==> src/rtl/mem_access_unit.sv <==
`timescale 1ns/1ps
// Memory-stage load/store controller: drives a valid/ready request channel,
// waits for a one-cycle response pulse, and formats load data for writeback.
module mem_access_unit #(
   parameter int ADDR_WIDTH = 32,
   parameter int DATA_WIDTH = 32
) (
   input  logic                  clk,
   input  logic                  rst,
   input  logic                  mem_write_m1,
   input  logic [1:0]            result_src_m1,
   input  logic [ADDR_WIDTH-1:0] alu_result_m1,
   input  logic [DATA_WIDTH-1:0] write_data_m1,
   input  logic [2:0]            funct3_m1,
   output logic [DATA_WIDTH-1:0] read_data_m1,
   output logic                  stall_m,
   output logic                  misalign_m,
   output logic                  bus_req_valid,
   input  logic                  bus_req_ready,
   output logic                  bus_we,
   output logic [ADDR_WIDTH-1:0] bus_addr,
   output logic [DATA_WIDTH-1:0] bus_wdata,
   output logic [3:0]            bus_wstrb,
   input  logic                  bus_rsp_valid,
   input  logic [DATA_WIDTH-1:0] bus_rdata
);

   typedef enum logic [1:0] {IDLE, REQ, WAIT, DONE} state_t;

   state_t                r_state;
   logic [DATA_WIDTH-1:0] r_read_data;
   logic                  r_req_valid;
   logic                  r_we;
   logic [ADDR_WIDTH-1:0] r_addr;
   logic [DATA_WIDTH-1:0] r_wdata;
   logic [3:0]            r_wstrb;
   logic                  r_is_load;
   logic [2:0]            r_funct3;
   logic [1:0]            r_offset;

   logic                  w_is_load;
   logic                  w_access;
   logic                  w_misaligned;
   logic [1:0]            w_offset;

   function automatic logic [31:0] fmt_load(input logic [2:0] f3,
                                            input logic [1:0] off,
                                            input logic [31:0] word);
      logic [7:0]  b;
      logic [15:0] h;
      case (off)
         2'd0:    b = word[7:0];
         2'd1:    b = word[15:8];
         2'd2:    b = word[23:16];
         default: b = word[31:24];
      endcase
      h = off[1] ? word[31:16] : word[15:0];
      case (f3)
         3'b000:  fmt_load = {{24{b[7]}}, b};
         3'b001:  fmt_load = {{16{h[15]}}, h};
         3'b100:  fmt_load = {24'b0, b};
         3'b101:  fmt_load = {16'b0, h};
         default: fmt_load = word;
      endcase
   endfunction

   function automatic logic [31:0] fmt_wdata(input logic [1:0] size,
                                             input logic [31:0] wd);
      case (size)
         2'b00:   fmt_wdata = {4{wd[7:0]}};
         2'b01:   fmt_wdata = {2{wd[15:0]}};
         default: fmt_wdata = wd;
      endcase
   endfunction

   function automatic logic [3:0] fmt_wstrb(input logic [1:0] size,
                                            input logic [1:0] off);
      case (size)
         2'b00:   fmt_wstrb = 4'b0001 << off;
         2'b01:   fmt_wstrb = off[1] ? 4'b1100 : 4'b0011;
         default: fmt_wstrb = 4'b1111;
      endcase
   endfunction

   // A request with both store and load set is a store.
   assign w_is_load = ~mem_write_m1 & (result_src_m1 == 2'b01);
   assign w_access  = mem_write_m1 | (result_src_m1 == 2'b01);
   assign w_offset  = alu_result_m1[1:0];

   always_comb begin
      w_misaligned = 1'b0;
      case (funct3_m1[1:0])
         2'b10:   w_misaligned = (w_offset != 2'b00);
         2'b01:   w_misaligned = w_offset[0];
         default: w_misaligned = 1'b0;
      endcase
   end

   assign misalign_m = w_access & w_misaligned;
   assign stall_m    = w_access & ~w_misaligned & (r_state != DONE);

   always_ff @(posedge clk) begin
      if (rst) begin
         r_state     <= IDLE;
         r_read_data <= '0;
         r_req_valid <= 1'b0;
         r_we        <= 1'b0;
         r_addr      <= '0;
         r_wdata     <= '0;
         r_wstrb     <= 4'b0000;
         r_is_load   <= 1'b0;
         r_funct3    <= 3'b000;
         r_offset    <= 2'b00;
      end else begin
         case (r_state)
            IDLE: begin
               if (w_access) begin
                  if (w_misaligned) begin
                     r_read_data <= '0;
                  end else begin
                     r_addr      <= {alu_result_m1[ADDR_WIDTH-1:2], 2'b00};
                     r_we        <= mem_write_m1;
                     r_wdata     <= fmt_wdata(funct3_m1[1:0], write_data_m1);
                     r_wstrb     <= mem_write_m1 ? fmt_wstrb(funct3_m1[1:0], w_offset) : 4'b0000;
                     r_is_load   <= w_is_load;
                     r_funct3    <= funct3_m1;
                     r_offset    <= w_offset;
                     r_req_valid <= 1'b1;
                     r_state     <= REQ;
                  end
               end
            end
            REQ: begin
               if (bus_req_ready) begin
                  r_req_valid <= 1'b0;
                  r_state     <= WAIT;
               end
            end
            WAIT: begin
               if (bus_rsp_valid) begin
                  if (r_is_load)
                     r_read_data <= fmt_load(r_funct3, r_offset, bus_rdata);
                  r_state <= DONE;
               end
            end
            DONE: r_state <= IDLE;
            default: r_state <= IDLE;
         endcase
      end
   end

   assign read_data_m1  = r_read_data;
   assign bus_req_valid = r_req_valid;
   assign bus_we        = r_we;
   assign bus_addr      = r_addr;
   assign bus_wdata     = r_wdata;
   assign bus_wstrb     = r_wstrb;

endmodule

==> config.mk <==
export PLATFORM = sky130hd
export DESIGN_NAME = mem_access_unit
export DESIGN_NICKNAME = d
export VERILOG_FILES = /design/src/rtl/mem_access_unit.sv
export SDC_FILE = /design/constraint.sdc
export NUM_CORES = 1
export LEC_CHECK = 0
export ABC_AREA = 1
export BUFFER_PORTS_ARGS = -buffer_cell sky130_fd_sc_hd__buf_4
export CORE_ASPECT_RATIO = 1.75
export CORE_MARGIN = 1
export CORE_UTILIZATION = 35
export CTS_BUF_LIST = sky130_fd_sc_hd__clkbuf_4 sky130_fd_sc_hd__clkbuf_8
export CTS_CLUSTER_DIAMETER = 40
export DETAILED_ROUTE_END_ITERATION = 10
export PLACE_DENSITY = 0.62
export SETUP_SLACK_MARGIN = 0.1
export SYNTH_ARGS = -nofsm -noshare
export SYNTH_HDL_FRONTEND = slang
export SYNTH_SLANG_ARGS = --single-unit
==> constraint.sdc <==
create_clock -name clk -period 3.1 [get_ports clk]
set_input_delay 0.465 -clock clk [delete_from_list [all_inputs] [get_ports clk]]
set_output_delay 0.465 -clock clk [all_outputs]
set_load 0.005 [all_outputs]
==> metrics.md <==
| Metric | Value |
|---|---|
| Cell Pwr Density | 828 nW/um^2 |
| Total number of vias | 5534 |
| WP data required | 2.63 ns |
| Startpoint Class | input pin |
| Grt total ovfl | 0 |
| Final hold violation count | 0 |
| CP Max Fanout | 5 |
| Slew Limit Fails | 0 |
| TritonCTS Sinks | 108 |
| # rows | 58 |
| Hold_sp | alu_result_m1[7] |
| Max-cap violation count | 0 |
| Setup TNS | 0 ns |
| Initial antenna violation count | 0 |
| Layout cells sized above 1 | 25.0% |
| RSZ-0062 raised after global routing | no |
| Reg-to-reg slack, setup | 1.20 ns |
| Placed Cells | 1139 |
| CTS Root Cell | clkbuf_8 |
| R2r worst-path depth | 7 |
| Routed Antenna Nets | 0 |
| Initial Util | 36.0% |
| Worst setup EP type | output port |
| Die Area | 15300 um^2 |
| Worst R2R End | read_data_m1[31]$_SDFFE_PP0P_ |
| FF-to-FF Start | r_offset[1]$_SDFFE_PP0P_ |
| HPWL after detailed placement | 12.1 mm |
| Vias per inst | 4.79 |
| Mapped cell area | 5170 um^2 |
| Boundary pin count | 210 |
| Worst rel slew slack | 59.5% |
| CTS tree | yes |
| Top cell type's share of synthesized area | 41.8% |
| Final setup fails | 0 |
| IR drop worst, VDD | 361 uV |
| Crit-path max cell delay | 0.24 ns |
| Yosys reg bits | 108 |
| Yosys warnings | 0 |
| Port bufs | 207 |
| Die X | 93.9 um |
| Final wirelength | 16.4 mm |
| Placed cell area | 6800 um^2 |
| Synth cell types | 26 |
| Area Overhead vs Synth | 35.1% |
| Minimum clock period after layout | 1.98 ns |
| Filler cells | 1587 |
| Die Ht | 163 um |
| Worst Hold Path EP | bus_addr[7]$_SDFFE_PP0P_ |
| GP Congestion | 0.845 |
| Vias in the first global route | 5191 |
| First-pass GRT wire length | 25.2 mm |
| Ranking of synthesized cells by area | dfxtp_1 (42%), nand2_1 (20%), a21oi_1 (13%), nor2_1 (5.2%), o21ai_0 (4.7%) |
| Status | completed |
| Cts repair resizes | 0 |
| Seq/Total Area, Yosys | 41.8% |
| Worst Tran Pin Value | 0.608 ns |
| Total Routing Usage GR | 21.2% |
| Slowest-stage cell, CP | ha_1 |
| Final nets | 1084 |
| Clk Latency, worst-skew pair | 0.38 ns |
| Cell taking the most area after synthesis | dfxtp_1 |
| Remaining DRCs | 0 |
| DR iter-0 viols | 170 |
| CTS Buffer Depth | 2 |
| Largest net degree at the start of global routing | 68 |
| Worst hold slack | 0.328 ns |
| Post-CTS Hold Buffers | 0 |
| CP Buf/Inv Count | 3 |
| Final std cells w/o fill | 1155 |
| Clock-pin slew on the worst setup and hold paths | 0.12 ns |
| Final period util | 64.0% |
| 1st-pass router iterations | 5 |
| Mapped Cells | 790 |
| Setup Fix Bufs, Post-CTS | 0 |
| N_diodes | 0 |
| Core area | 14400 um^2 |
| Worst Hold Class | input pin to flop |
| Cts bufs inserted | 9 |
| Skew final | 0.0160 ns |
| H-tree depth | 3 |
| Lkg Pwr | 3.44 nW |
| Crit-path cells | buf_4, inv_1, ha_1, nand2_1, nand2_1, nand3_2, nor2_1, buf_4 |
| Hold depth | 3 |
| Syn avg cell area | 6.55 um^2 |
| Crit Path Class | input pin to output port |
| Worst EP arrival | 1.52 ns |
| Routed WL per cell | 14.2 um |
| Design area | 6990 um^2 |
| Max Clk Rate | 504 MHz |
| Worst path top cell family by delay | simple AND/OR/NAND/NOR gates |
## Yosys cell counts (all sizes together)
cell,number
conb,1
nand3,16
a21oi,130
ha,8
o211a,1
buf,32
o21ai,49
inv,66
nand4,5
clkinv,2
or2,1
nand2,272
nor3,1
a31oi,4
dfxtp,108
clkbuf,17
nor2,73
o21bai,4
## report_power, final
| group | switching (mW) | internal, mW |
|---|---|---|
| clock | 0.535 | 0.332 |
| combinational | 1.63 | 1.20 |
| sequential | 0.260 | 1.83 |
| total | 2.42 | 3.36 |
## layout make-up
cell class | instances | area [um^2] | share of cell area [%]
Inverter | 68 | 256 | 3.67
Clock inverter | 6 | 55.1 | 0.787
Multi-Input combinational cell | 566 | 2510 | 36.0
Clock buffer | 10 | 138 | 1.97
Timing Repair Buffer | 217 | 1640 | 23.5
Sequential cell | 108 | 2160 | 30.9
Tap cell | 180 | 225 | 3.22
## cell usage in the layout, fill, tap and decap left out
cell        instances
nand2_1           270
a21oi_1           130
clkinvlp_4          1
inv_2               2
clkinv_4            1
conb_1              2
clkinv_1            1
nand4_1             5
inv_8               3
or2_2               1
buf_4             216
nand3_2             4
clkbuf_8           10
clkinv_2            2
nor3_1              1
nor2_2              1
inv_1              64
nand2_2             2
buf_12              1
dfxtp_1           108
a31oi_1             4
ha_1                8
o21ai_0            49
nor2_1             72
nand3_1            12
o21bai_1            4
o211a_1             1
## registers in the layout, summed over array words and instances, names as in the netlist
name	flops
r_funct3	3
bus_wstrb	4
r_state	2
bus_we	1
bus_req_valid	1
r_is_load	1
bus_addr	30
bus_wdata	32
r_offset	2
read_data_m1	32
## logic make-up after synthesis
group	count (synthesis)	synth area share, %
AND/OR/NAND/NOR	368	27.9
AO/OA/AOI/OAI	188	18.6
buffers and inverters	117	9.70
flip-flops	108	41.8
adder cells (fa/ha/maj)	8	1.93
other	1	0.0725
## worst max-delay path by stage
stage | to | startpoint | cells after the start
final | misalign_m | funct3_m1[1] | 8
after global routing | read_data_m1[31]$_SDFFE_PP0P_ | r_offset[1]$_SDFFE_PP0P_ | 7
after CTS | misalign_m | funct3_m1[1] | 8
after detailed placement | read_data_m1[4]$_SDFFE_PP0P_ | funct3_m1[1] | 12
after global placement | read_data_m1[1]$_SDFFE_PP0P_ | funct3_m1[1] | 12
after floorplan | bus_wdata[10]$_SDFFE_PP0P_ | funct3_m1[1] | 10
## worst reg2reg max path, cell delays in order, from the launching register on
cell     delay, ns
dfxtp_1       0.32
buf_4         0.25
inv_1         0.29
nand3_1       0.21
nand3_2       0.18
nand2_2       0.32
nand2_1       0.12
a21oi_1       0.14
## layer usage
metal / up-vias / GRT usage, % / share of wire [%] / wire length [um]
met2: 162 / 40.1 / 55 / 8980
met3: 25 / 5.00 / 6.0 / 990
met1: 2490 / 21.6 / 36 / 5980
li1: 2857 / - / - / -
met4: 0 / 8.81 / 2.7 / 450
met5: - / 0 / 0 / 0
## per-stage QoR
step	setup slack (ns)	power [mW]	util, %
after floorplan	1.43	3.84	-
after global placement	0.991	4.97	47.3
after detailed placement	0.941	4.99	47.3
after CTS	1.10	5.88	48.7
after global routing	1.04	6.28	48.7
final	1.12	5.79	48.7
No activity file was read; power rests on OpenSTA's default activity.
